<file path="src/rtl/audio_rec_seq_pkg.sv">
// Shared definitions for the record/playback sequencer.
// Holds the FSM state encoding and the default bus widths.
// Also holds the access-length limit that sizes the strobe counter.
package audio_rec_seq_pkg;

  localparam int ADDR_W_DEF     = 18;
  localparam int DATA_W_DEF     = 16;
  localparam int ACC_CYCLES_MAX = 15;
  localparam int ACC_CNT_W      = 4;

  typedef enum logic [2:0] {
    IDLE      = 3'd0,
    REC_WAIT  = 3'd1,
    REC_ACC   = 3'd2,
    PLAY_WAIT = 3'd3,
    PLAY_ACC  = 3'd4,
    PAUSED    = 3'd5
  } state_t;

endpackage

</file>
<file path="src/rtl/audio_rec_seq.sv">
// Record/playback sequencer: writes codec samples to consecutive SRAM words and reads them back in order.
// Latency: each strobe opens a read/write of ACC_CYCLES clocks; a played sample appears one clock after its read ends.
// Backpressure: none; a sample strobe that arrives while an access is in flight is dropped.
module audio_rec_seq
  import audio_rec_seq_pkg::*;
#(
  parameter int ADDR_W     = ADDR_W_DEF,
  parameter int DATA_W     = DATA_W_DEF,
  parameter int ACC_CYCLES = 2
) (
  input  logic              clk,
  input  logic              reset,
  input  logic              start_rec,
  input  logic              start_play,
  input  logic              stop,
  input  logic              pause,
  input  logic              smp_stb,
  input  logic [DATA_W-1:0] smp_in,
  input  logic [DATA_W-1:0] rd_data,
  output logic [ADDR_W-1:0] addr,
  output logic              read,
  output logic              write,
  output logic [DATA_W-1:0] wr_data,
  output logic              record,
  output logic              play,
  output logic [DATA_W-1:0] smp_out,
  output logic              smp_out_vld,
  // One bit wider than addr so that a completely filled memory (2^ADDR_W samples)
  // is distinguishable from "nothing recorded".
  output logic [ADDR_W:0]   rec_len,
  output logic              full,
  output logic              done,
  output logic              busy
);

  state_t                 state, state_nxt;
  logic [ACC_CNT_W-1:0]   acc_cnt;
  logic                   paused_play;  // PAUSED was entered from playback
  logic                   stop_pend;    // stop seen during an access, honoured when it ends
  logic                   in_acc;
  logic                   acc_last;
  logic                   addr_last;
  logic                   play_end;
  logic [ADDR_W:0]        addr_inc;

  assign in_acc    = (state == REC_ACC) || (state == PLAY_ACC);
  assign acc_last  = (acc_cnt == ACC_CNT_W'(ACC_CYCLES - 1));
  assign addr_inc  = {1'b0, addr} + 1'b1;
  assign addr_last = &addr;
  assign play_end  = (addr_inc == rec_len);

  assign write  = (state == REC_ACC);
  assign read   = (state == PLAY_ACC);
  assign record = (state == REC_WAIT) || (state == REC_ACC);
  assign play   = (state == PLAY_WAIT) || (state == PLAY_ACC) || ((state == PAUSED) && paused_play);
  assign busy   = (state != IDLE);

  // State register
  always_ff @(posedge clk) begin
    if (reset) state <= IDLE;
    else       state <= state_nxt;
  end

  // Next-state: stop beats pause beats sample strobe; accesses always run to completion
  always_comb begin
    state_nxt = state;
    case (state)
      IDLE: begin
        if (start_rec)                         state_nxt = REC_WAIT;
        else if (start_play && rec_len != '0)  state_nxt = PLAY_WAIT;
      end
      REC_WAIT: begin
        if (stop)         state_nxt = IDLE;
        else if (pause)   state_nxt = PAUSED;
        else if (smp_stb) state_nxt = REC_ACC;
      end
      PLAY_WAIT: begin
        if (stop)         state_nxt = IDLE;
        else if (pause)   state_nxt = PAUSED;
        else if (smp_stb) state_nxt = PLAY_ACC;
      end
      PAUSED: begin
        if (stop)       state_nxt = IDLE;
        else if (pause) state_nxt = paused_play ? PLAY_WAIT : REC_WAIT;
      end
      REC_ACC: begin
        if (acc_last) state_nxt = (stop_pend || stop || addr_last) ? IDLE : REC_WAIT;
      end
      PLAY_ACC: begin
        if (acc_last) state_nxt = (stop_pend || stop || play_end) ? IDLE : PLAY_WAIT;
      end
      default: state_nxt = IDLE;
    endcase
  end

  // Address, length, sample and flag registers updated alongside the state transitions
  always_ff @(posedge clk) begin
    if (reset) begin
      addr        <= '0;
      wr_data     <= '0;
      smp_out     <= '0;
      smp_out_vld <= 1'b0;
      rec_len     <= '0;
      full        <= 1'b0;
      done        <= 1'b0;
      acc_cnt     <= '0;
      paused_play <= 1'b0;
      stop_pend   <= 1'b0;
    end else begin
      smp_out_vld <= 1'b0;
      done        <= 1'b0;
      acc_cnt     <= (in_acc && !acc_last) ? acc_cnt + 1'b1 : '0;
      case (state)
        IDLE: begin
          if (start_rec) begin
            addr    <= '0;
            rec_len <= '0;
            full    <= 1'b0;
          end else if (start_play && rec_len != '0) begin
            addr <= '0;
          end
        end
        REC_WAIT: begin
          if (!stop && pause)                   paused_play <= 1'b0;
          else if (!stop && !pause && smp_stb)  wr_data     <= smp_in;
        end
        PLAY_WAIT: begin
          if (!stop && pause) paused_play <= 1'b1;
        end
        REC_ACC: begin
          if (stop) stop_pend <= 1'b1;
          if (acc_last) begin
            stop_pend <= 1'b0;
            rec_len   <= addr_inc;
            if (addr_last) full <= 1'b1;
            else           addr <= addr_inc[ADDR_W-1:0];
          end
        end
        PLAY_ACC: begin
          if (stop) stop_pend <= 1'b1;
          if (acc_last) begin
            stop_pend   <= 1'b0;
            smp_out     <= rd_data;
            smp_out_vld <= 1'b1;
            addr        <= addr_inc[ADDR_W-1:0];
            done        <= play_end;
          end
        end
        default: ;
      endcase
    end
  end

endmodule

</file>
<file path="config.mk">
export PLATFORM = sky130hd
export DESIGN_NAME = audio_rec_seq
export DESIGN_NICKNAME = d
export VERILOG_FILES = /design/src/rtl/audio_rec_seq_pkg.sv /design/src/rtl/audio_rec_seq.sv
export SDC_FILE = /design/constraint.sdc
export NUM_CORES = 1
export LEC_CHECK = 0
export BUFFER_PORTS_ARGS = -buffer_cell sky130_fd_sc_hd__buf_2
export CORE_MARGIN = 2
export CORE_UTILIZATION = 48
export CTS_CLUSTER_DIAMETER = 80
export DETAILED_ROUTE_END_ITERATION = 10
export GPL_TIMING_DRIVEN = 0
export PLACE_DENSITY = 0.77
export SYNTH_ARGS = -nofsm -noshare
export SYNTH_HDL_FRONTEND = slang
export SYNTH_SLANG_ARGS = --single-unit
</file>
<file path="constraint.sdc">
create_clock -name clk -period 2.3 [get_ports clk]
set_input_delay 0 -clock clk [delete_from_list [all_inputs] [get_ports clk]]
set_output_delay 0 -clock clk [all_outputs]
set_load 0.02 [all_outputs]
</file>
# After elaboration in Yosys (flattened, before gate mapping)
# Index checks and enable logic that the tools add are counted.
# totals
output_inout_bits	77
mem_bits_rw	0
romBits	0
latchBits	0
mem_count	0
reg_bits	81
# op_classes
reduce_logical	36
muxes	35
add_sub_neg	2
div_mod_pow	0
n_shift	0
magnitude_cmp	0
n_bitwise	4
multipliers	0
eq_ne	18
# op_table
cell	count
$mux W18	5
$pmux W18 S3	1
$mux W19	2
$pmux W19 S2	1
$mux W3	12
$add A18 B1 Y19 const B	1
$eq A19 B19 Y1	1
$reduce_bool A19 Y1	1
$pmux W3 S6	1
$reduce_and A18 Y1	1
$ne A2 B1 Y1 const B	5
$mux W1	9
$reduce_and A3 Y1	3
$ne A4 B4 Y1 const B	2
$logic_or A1 B1 Y1	7
$eq A3 B2 Y1 const B	2
$eq A3 B3 Y1 const B	2
$logic_and A1 B1 Y1	6
$ne A3 B3 Y1 const B	2
$reduce_and A6 Y1	1
$reduce_bool A2 Y1	3
$reduce_bool A3 Y1	2
$reduce_or A2 Y1	3
$reduce_and A5 Y1	1
12 further kinds	21

# Depth between registers and ports, before layout
# Gate-level depths: netlist (run 1).
# depth
ltp_word	6
ltp_mapped	10
ltp_nobuf	8

# Worst setup path after synthesis (run 1)
# Ideal clock, no wire load.
# synth_timing
path_type	reg2reg
from	reg addr[1]
to	reg state[1]
t_arrival_ns	2.385
path_stages_with_launch	9
n_path_buf	0
path_slack_ns	-0.206
required_time_ns	2.179
path_cell_list	dfxtp_1 ha_1 nand3_2 nor3_1 mux2_2 nor4b_2 nand4_2 o21ai_2 a21oi_2
# synth_between
elab_chain_len	6
# synth_lines
item	line	source
start, declared	audio_rec_seq.sv:20	output logic [ADDR_W-1:0] addr,
start signal, assigned	audio_rec_seq.sv:136	else addr <= addr_inc[ADDR_W-1:0];
start signal, assigned	audio_rec_seq.sv:145	addr <= addr_inc[ADDR_W-1:0];
$add A18 B1 Y19	audio_rec_seq.sv:48	assign addr_inc = {1'b0, addr} + 1'b1;
$eq A19 B19 Y1	audio_rec_seq.sv:50	assign play_end = (addr_inc == rec_len);
$logic_or A1 B1 Y1	audio_rec_seq.sv:90	if (acc_last) state_nxt = (stop_pend || stop || play_end) ? IDLE : PLAY_WAIT;
$mux W2	audio_rec_seq.sv:90	
$mux W3	audio_rec_seq.sv:90	
$pmux W3 S6	audio_rec_seq.sv:67	case (state)
end signal, assigned	audio_rec_seq.sv:61	else state <= state_nxt;
end, declared	audio_rec_seq.sv:36	state_t state, state_nxt;
# No other way between the ends. The select of a mux whose other input is x is not followed.
# A chain may end at the register's enable or synchronous reset.

# Worst setup path in the final report (run 1)
# layout_timing
from	reg addr[1]
to	reg state[0]
# layout_between
elab_chain_len	6
word_cells_on_any_way	10
cone_classes	add/sub (1); eq/ne (1); mux (5); reduce/logical (3)
# layout_lines
item	line
$add A18 B1 Y19	audio_rec_seq.sv:48
$eq A19 B19 Y1	audio_rec_seq.sv:50
$logic_or A1 B1 Y1	audio_rec_seq.sv:90
$mux W2	audio_rec_seq.sv:90
$mux W3	audio_rec_seq.sv:90
$pmux W3 S6 (*)	audio_rec_seq.sv:67
# Every way passes the cells marked *; elsewhere a longest branch is shown, timed or not. The select of a mux whose other input is x is not followed.

==> out/results.ini, run 1 <==
[cells_and_area]
layout-drive-gt1-share=0.3181
antennaDiodeCount=0
nNetsFinal=760
regArea_um2=1659
multi_input_area_um2=2694
area_growth_pct=40.56
nFillCells=679

[synth]
ys_warn_count=0
synth_top_area_frac=0.3806
async_flop_share=0
synthesis.nets=586
synth_common_cells=nand2_1, dfxtp_1, a21oi_1
netlist_area_um2=4260
synth-seq-cells=81
ys.flop_type=dfxtp_1
yosysTopAreaCell=dfxtp_1
synth.most_common_cell=nand2_1
synthTopCellsByArea=dfxtp_1, a21oi_1, nand2_1
avgSynthCellArea_um2=7.832
yosysUniqueCellTypes=61
yosysSeqAreaShare=0.3806
synth_edf_count=0
syn_inst=544

[grt]
busiest_layer=met2
grt_first_pass_wirelength_um=22690
grt_max_degree=16
grt_pass1_vias=4596
use_met1=0.3634
met3_usage=0.07015
gr-usage-all-layers=0.2900
antenna_found_initial=0
grt_use_met2=0.4916
grt_overflow=0

[critical_path]
ff2ff_setup_slack_ns=-0.06
worstSetupStartpointType=flip-flop
r2r-end=state[0]$_SDFFE_PP0P_
cp_max_fo=5
crit_chain=ha_4, nand3_4, or3_4, a211oi_2, nand4_1, or4_4, o21ai_4, a21boi_2
slowest_delay_ns=0.56
cp.arrival_ns=2.62
worstPathRequired_ns=2.56
r2r-start=addr[1]$_SDFFE_PP0P_
critPathKind=flip-flop to flip-flop
crit_slowest_cell=or4_4
reg2reg_depth=8
end_kind=flip-flop

[pwr]
power_density_nw_per_um2=652.4
p_leak_nw=2.530
peakVddDrop_mv=0.4601

[clock_tree]
cts_tree=yes
clk_pin_slew_ns=0.09
cts_root_buf=clkbuf_8
cts_made_buffers=9
clockBufferDepth=2
insertion_delay_ns=0.37
cts_sinks=81
htreeDepth=3

[hold_path]
min_to=state[1]$_SDFFE_PP0P_
min-delay-start=reset
min-delay-path-class=input port to flip-flop
hold_depth=3

[floorplan]
die_area_um2=9645
core_um2=8678
ios=116
die_y_um=98.21
rows=34
start_util=0.4909
die_w_um=98.21

[timing]
rsz0062_at_grt=yes
fin_crit_sh=1.027
drv_slew=0
fmax_mhz=423.3
setup_violations=2
period_minus_slack_ns=2.362
worst_pin_slew_ns=0.6431
layout_setup_ws_ns=-0.06216
tns_ns=-0.1156
whs_ns=0.07307
skew_ns=0.009344
hold_viol_final=0
relSlewSlack=0.5656

[detailed_routing]
viasPerCell=5.694
ant_nets=0
dr.first_iter.drc_count=470
via_count=4732
routed_wl_um=14140
drc_errors=0
drtPass1Iterations=8
wire_per_inst_um=17.01

[status]
violations=setup timing
status=finished with violations

[placement]
gp_congestion=0.9615
portBuffers=114
hpwl_um=9312

[flow_run]
cap_violations=0

==> sequential cells by signal (all words and copies together), names as in the netlist <==
name and count:
acc_cnt 4, addr 18, done 1, full 1, paused_play 1, rec_len 19, smp_out 16, smp_out_vld 1
state 3, stop_pend 1, wr_data 16
==> where the power goes <==
part | leakage (nW) | switching, mW | internal [mW]
sequential | 0.663 | 0.0585 | 1.44
combinational | 1.77 | 0.855 | 0.454
clock | 0.0968 | 0.584 | 0.511
total | 2.53 | 1.50 | 2.41
==> worst max-delay path, delay by kind of cell, from the launching register on <==
family          cells  cell delay, ns
fa+ha+maj           1            0.16
compound gates      3            0.47
simple gates        4            1.25
flops               1            0.37
==> layout make-up <==
type	instances	share of cell area
flip-flops and latches	81	0.2771
clock inverters	7	0.01295
multi-input cells	416	0.4499
clock buffers	9	0.02069
inverters	9	0.005641
repair buffers	168	0.1803
plain buffers	33	0.03092
well taps	108	0.02257
==> metrics by stage <==
stage | setup slack, ns | power (mW) | cell area [um2] | utilization | instances
final | -0.06216 | 3.907 | 5988 | 0.6900 | 831
after global routing | -0.1121 | 4.093 | 5988 | 0.6900 | 831
after CTS | -0.02272 | 3.786 | 5813 | 0.6698 | 825
after detailed placement | -0.3694 | 2.601 | 5020 | 0.5784 | 766
after global placement | -0.3699 | 2.578 | 5020 | 0.5784 | 766
after floorplan | 0.001219 | 2.229 | 4314 | - | 544
==> timing repair <==
item                                    in CTS  in global routing
resized for setup                           40                 31
hold buffers                                35                  0
setup buffers                               11                  8
pin swaps                                   14                  9
endpoints found under the setup margin      35                 47
endpoints found under the hold margin       37                  0
==> logic make-up after synthesis <==
family                   share of synthesized area
AO/OA/AOI/OAI                               0.1847
XOR/XNOR                                   0.07313
adder cells (fa/ha/maj)                   0.008812
buffers and inverters                      0.04728
flip-flops                                  0.3806
multiplexers                              0.009692
AND/OR/NAND/NOR                             0.2957
==> cell usage in the layout (no fill, tap or decap), types with 12 or more instances in the layout <==
| cell type | n |
|---|---|
| a21oi_1 | 63 |
| a22oi_1 | 17 |
| buf_2 | 119 |
| buf_4 | 19 |
| clkbuf_1 | 14 |
| dfxtp_1 | 67 |
| dlygate4sd3_1 | 35 |
| nand2_1 | 85 |
| nor2_1 | 54 |
| o21ai_0 | 19 |
| or3_1 | 13 |
| xnor2_1 | 20 |
| xor2_1 | 12 |
==> layer usage <==
layer | share of wire | vias up
met4 | 0.023 | 0
met1 | 0.40 | 2187
li1 | - | 2256
met3 | 0.088 | 39
met5 | 0 | -
met2 | 0.48 | 250
==> worst max-delay path by stage <==
stage | startpoint | end | slack [ns] | depth (start not counted)
after CTS | addr[0]$_SDFFE_PP0P_ | state[0]$_SDFFE_PP0P_ | -0.02 | 8
after floorplan | addr[4]$_SDFFE_PP0P_ | state[1]$_SDFFE_PP0P_ | 0.001 | 9
after global placement | rec_len[0]$_SDFFE_PP0P_ | addr[2]$_SDFFE_PP0P_ | -0.37 | 8
final | addr[1]$_SDFFE_PP0P_ | state[0]$_SDFFE_PP0P_ | -0.06 | 8
after global routing | addr[1]$_SDFFE_PP0P_ | state[0]$_SDFFE_PP0P_ | -0.11 | 8
after detailed placement | state[0]$_SDFFE_PP0P_ | rec_len[11]$_SDFFE_PP0P_ | -0.37 | 7
Power figures use the tool's default switching activity.
==> run 2, diff against run 1 <==
HOLD_SLACK_MARGIN = 0.05   (was not set)
REMOVE_ABC_BUFFERS = 1   (was not set)
==> out/results.ini, run 2 (synthesis gave the netlist of run 1 again) <==
[status]
status=finished with violations
violations=setup timing

[detailed_routing]
drtPass1Iterations=5  ; -3
dr.first_iter.drc_count=325  ; -31%
viasPerCell=5.780  ; +1.5%
drc_errors=0  ; unchanged
via_count=4647  ; -1.8%
routed_wl_um=13910  ; -1.6%
wire_per_inst_um=17.30  ; +1.7%
ant_nets=0  ; unchanged

[cells_and_area]
nNetsFinal=733  ; -3.6%
layout-drive-gt1-share=0.3175  ; -0.0005902
mostFrequentLayoutCells=buf_2, nand2_1, a21oi_1, dfxtp_1, nor2_1
top_register=rec_len
largest_register_ffs=19  ; unchanged
antennaDiodeCount=0  ; unchanged
layout_commonest_cell=buf_2
reg_top3=rec_len: 19 flops, addr: 18 flops
area_growth_pct=37.71

[critical_path]
reg2reg_depth=7  ; -1
crit_chain=and4_1, a21boi_0, or4_1, a221oi_2, nand4_2, o21ai_4, a21oi_2
cp_num_cells=7  ; -1
cp_max_fo=12  ; +7
critPathTopFamily=simple AND/OR/NAND/NOR gates
slowest_delay_ns=0.59  ; +0.03 ns
cp.arrival_ns=2.62  ; about the same
worstPathRequired_ns=2.56  ; about the same
critPathKind=flip-flop to flip-flop
crit_slowest_cell=or4_1
path_buf_inv=0  ; unchanged
end_kind=flip-flop
worstSetupStartpointType=flip-flop

[floorplan]
die_area_um2=9645  ; unchanged
rows=34  ; unchanged
ios=116  ; unchanged
start_util=0.4909  ; unchanged
die_w_um=98.21  ; unchanged
die_y_um=98.21  ; unchanged
core_um2=8678  ; unchanged

[timing]
relSlewSlack=0.4521  ; -0.1136
tns_ns=-0.1330  ; -0.01735 ns
skew_ns=0.01254  ; +0.003191 ns
drv_slew=0  ; unchanged
fmax_mhz=423.5  ; about the same
hold_viol_final=0  ; unchanged
layout_setup_ws_ns=-0.06135  ; +0.0008142 ns
worst_pin_slew_ns=0.8219  ; +0.1788 ns
rsz0062_at_grt=yes
fin_crit_sh=1.027  ; about the same
period_minus_slack_ns=2.361  ; -0.0008142 ns
whs_ns=0.1199  ; +0.04685 ns
setup_violations=3  ; +1

[flow_run]
cap_violations=0  ; unchanged

[grt]
grt_first_pass_wirelength_um=21600  ; -4.8%
grt_pass1_vias=4388  ; -4.5%
grt_max_degree=79  ; +63
antenna_found_initial=0  ; unchanged
gr-usage-all-layers=0.2722  ; -0.01784
grt_overflow=0  ; unchanged

[clock_tree]
cts_tree=yes
htreeDepth=3  ; unchanged
clockBufferDepth=2  ; unchanged
cts_sinks=81  ; unchanged
cts_made_buffers=9  ; unchanged
clk_pin_slew_ns=0.09  ; about the same
cts_root_buf=clkbuf_8
insertion_delay_ns=0.37  ; about the same

[placement]
place_ws_ns=-0.8939  ; -0.5246 ns
gp_congestion=0.9015  ; -6.2%
hpwl_um=8214  ; -12%
portBuffers=115  ; +0.88%

[pwr]
peakVddDrop_mv=0.4508  ; -2.0%
sw_frac_of_total=0.3776  ; -0.005751
p_leak_nw=2.483  ; -1.8%
p_switching_mw=1.478  ; -1.3%
pwr-share-seq=0.392  ; +0.008
comb_power_share=0.322  ; -0.013
power_density_nw_per_um2=667.4  ; +2.3%
internal_power_mw=2.437  ; +1.2%
pwr-share-clk=0.287  ; +0.007

[hold_path]
hold_depth=5  ; +2
min-delay-path-class=input port to flip-flop

-- run 2: cell types whose count changed in the layout (fill, tap and decap cells not counted), sizes merged --
| cell | change |
|---|---|
| buf | -7 |
| clkbuf | -19 |
| clkinv | +1 |
| clkinvlp | -1 |
| inv | -1 |
-- run 2: final timing paths --
kind / from / end / slack [ns]
worst max register to register: addr[4]$_SDFFE_PP0P_ / state[1]$_SDFFE_PP0P_ / -0.06
worst max-delay path: addr[4]$_SDFFE_PP0P_ / state[1]$_SDFFE_PP0P_ / -0.06
worst min-delay path: start_play / addr[1]$_SDFFE_PP0P_ / 0.12
worst min register to register: wr_data[1]$_SDFFE_PP0P_ / wr_data[1]$_SDFFE_PP0P_ / 0.46
-- run 2: stage by stage --
step	utilization	instances	instance area, um2	total power [mW]
2_1_floorplan	-	506	4093	2.159
3_3_place_gp	0.5535	729	4803	2.497
3_5_place_dp	0.5557	730	4822	2.568
4_1_cts	0.6510	795	5649	3.810
5_1_grt	0.6760	804	5867	4.090
6_report	0.6760	804	5867	3.915
-- run 2: power groups by stage --
stage	registers, mW	logic [mW]	clock network (mW)
final	1.53	1.26	1.12
after global routing	1.54	1.35	1.19
after CTS	1.53	1.15	1.14
after detailed placement	1.57	1.00	0
after global placement	1.56	0.935	0
after floorplan	1.57	0.592	0
-- run 2: layout make-up --
| class | instances | area, um2 |
|---|---|---|
| clock buffers | 10 | 137.6 |
| clock inverters | 6 | 72.57 |
| fillers | 657 | 2811 |
| inverters | 9 | 33.78 |
| multi-input cells | 416 | 2695 |
| flip-flops and latches | 81 | 1669 |
| well taps | 108 | 135.1 |
| repair buffers | 174 | 1124 |
-- run 2: tightest hold or removal path, stage by stage --
cell and delay, ns:
buf_2 0.12, o41ai_4 0.07, a21oi_4 0.09, nand4_1 0.10
a21oi_1 0.07
-- run 2: what timing repair did --
action,CTS,global route
hold buffers,35,0
setup buffers,14,9
resized for setup,45,36
setup endpoints to repair,42,35
hold endpoints to repair,37,0
pin swaps,7,14
-- run 2: routing by layer --
layer / wire length [um] / part of all wire / GRT usage / vias to the layer above
met4: 432 / 0.031 / 0.1054 / 0
met5: 0 / 0 / 0 / -
li1: - / - / - / 2195
met1: 5580 / 0.40 / 0.3433 / 2211
met2: 7087 / 0.51 / 0.4636 / 194
met3: 812 / 0.058 / 0.04939 / 47
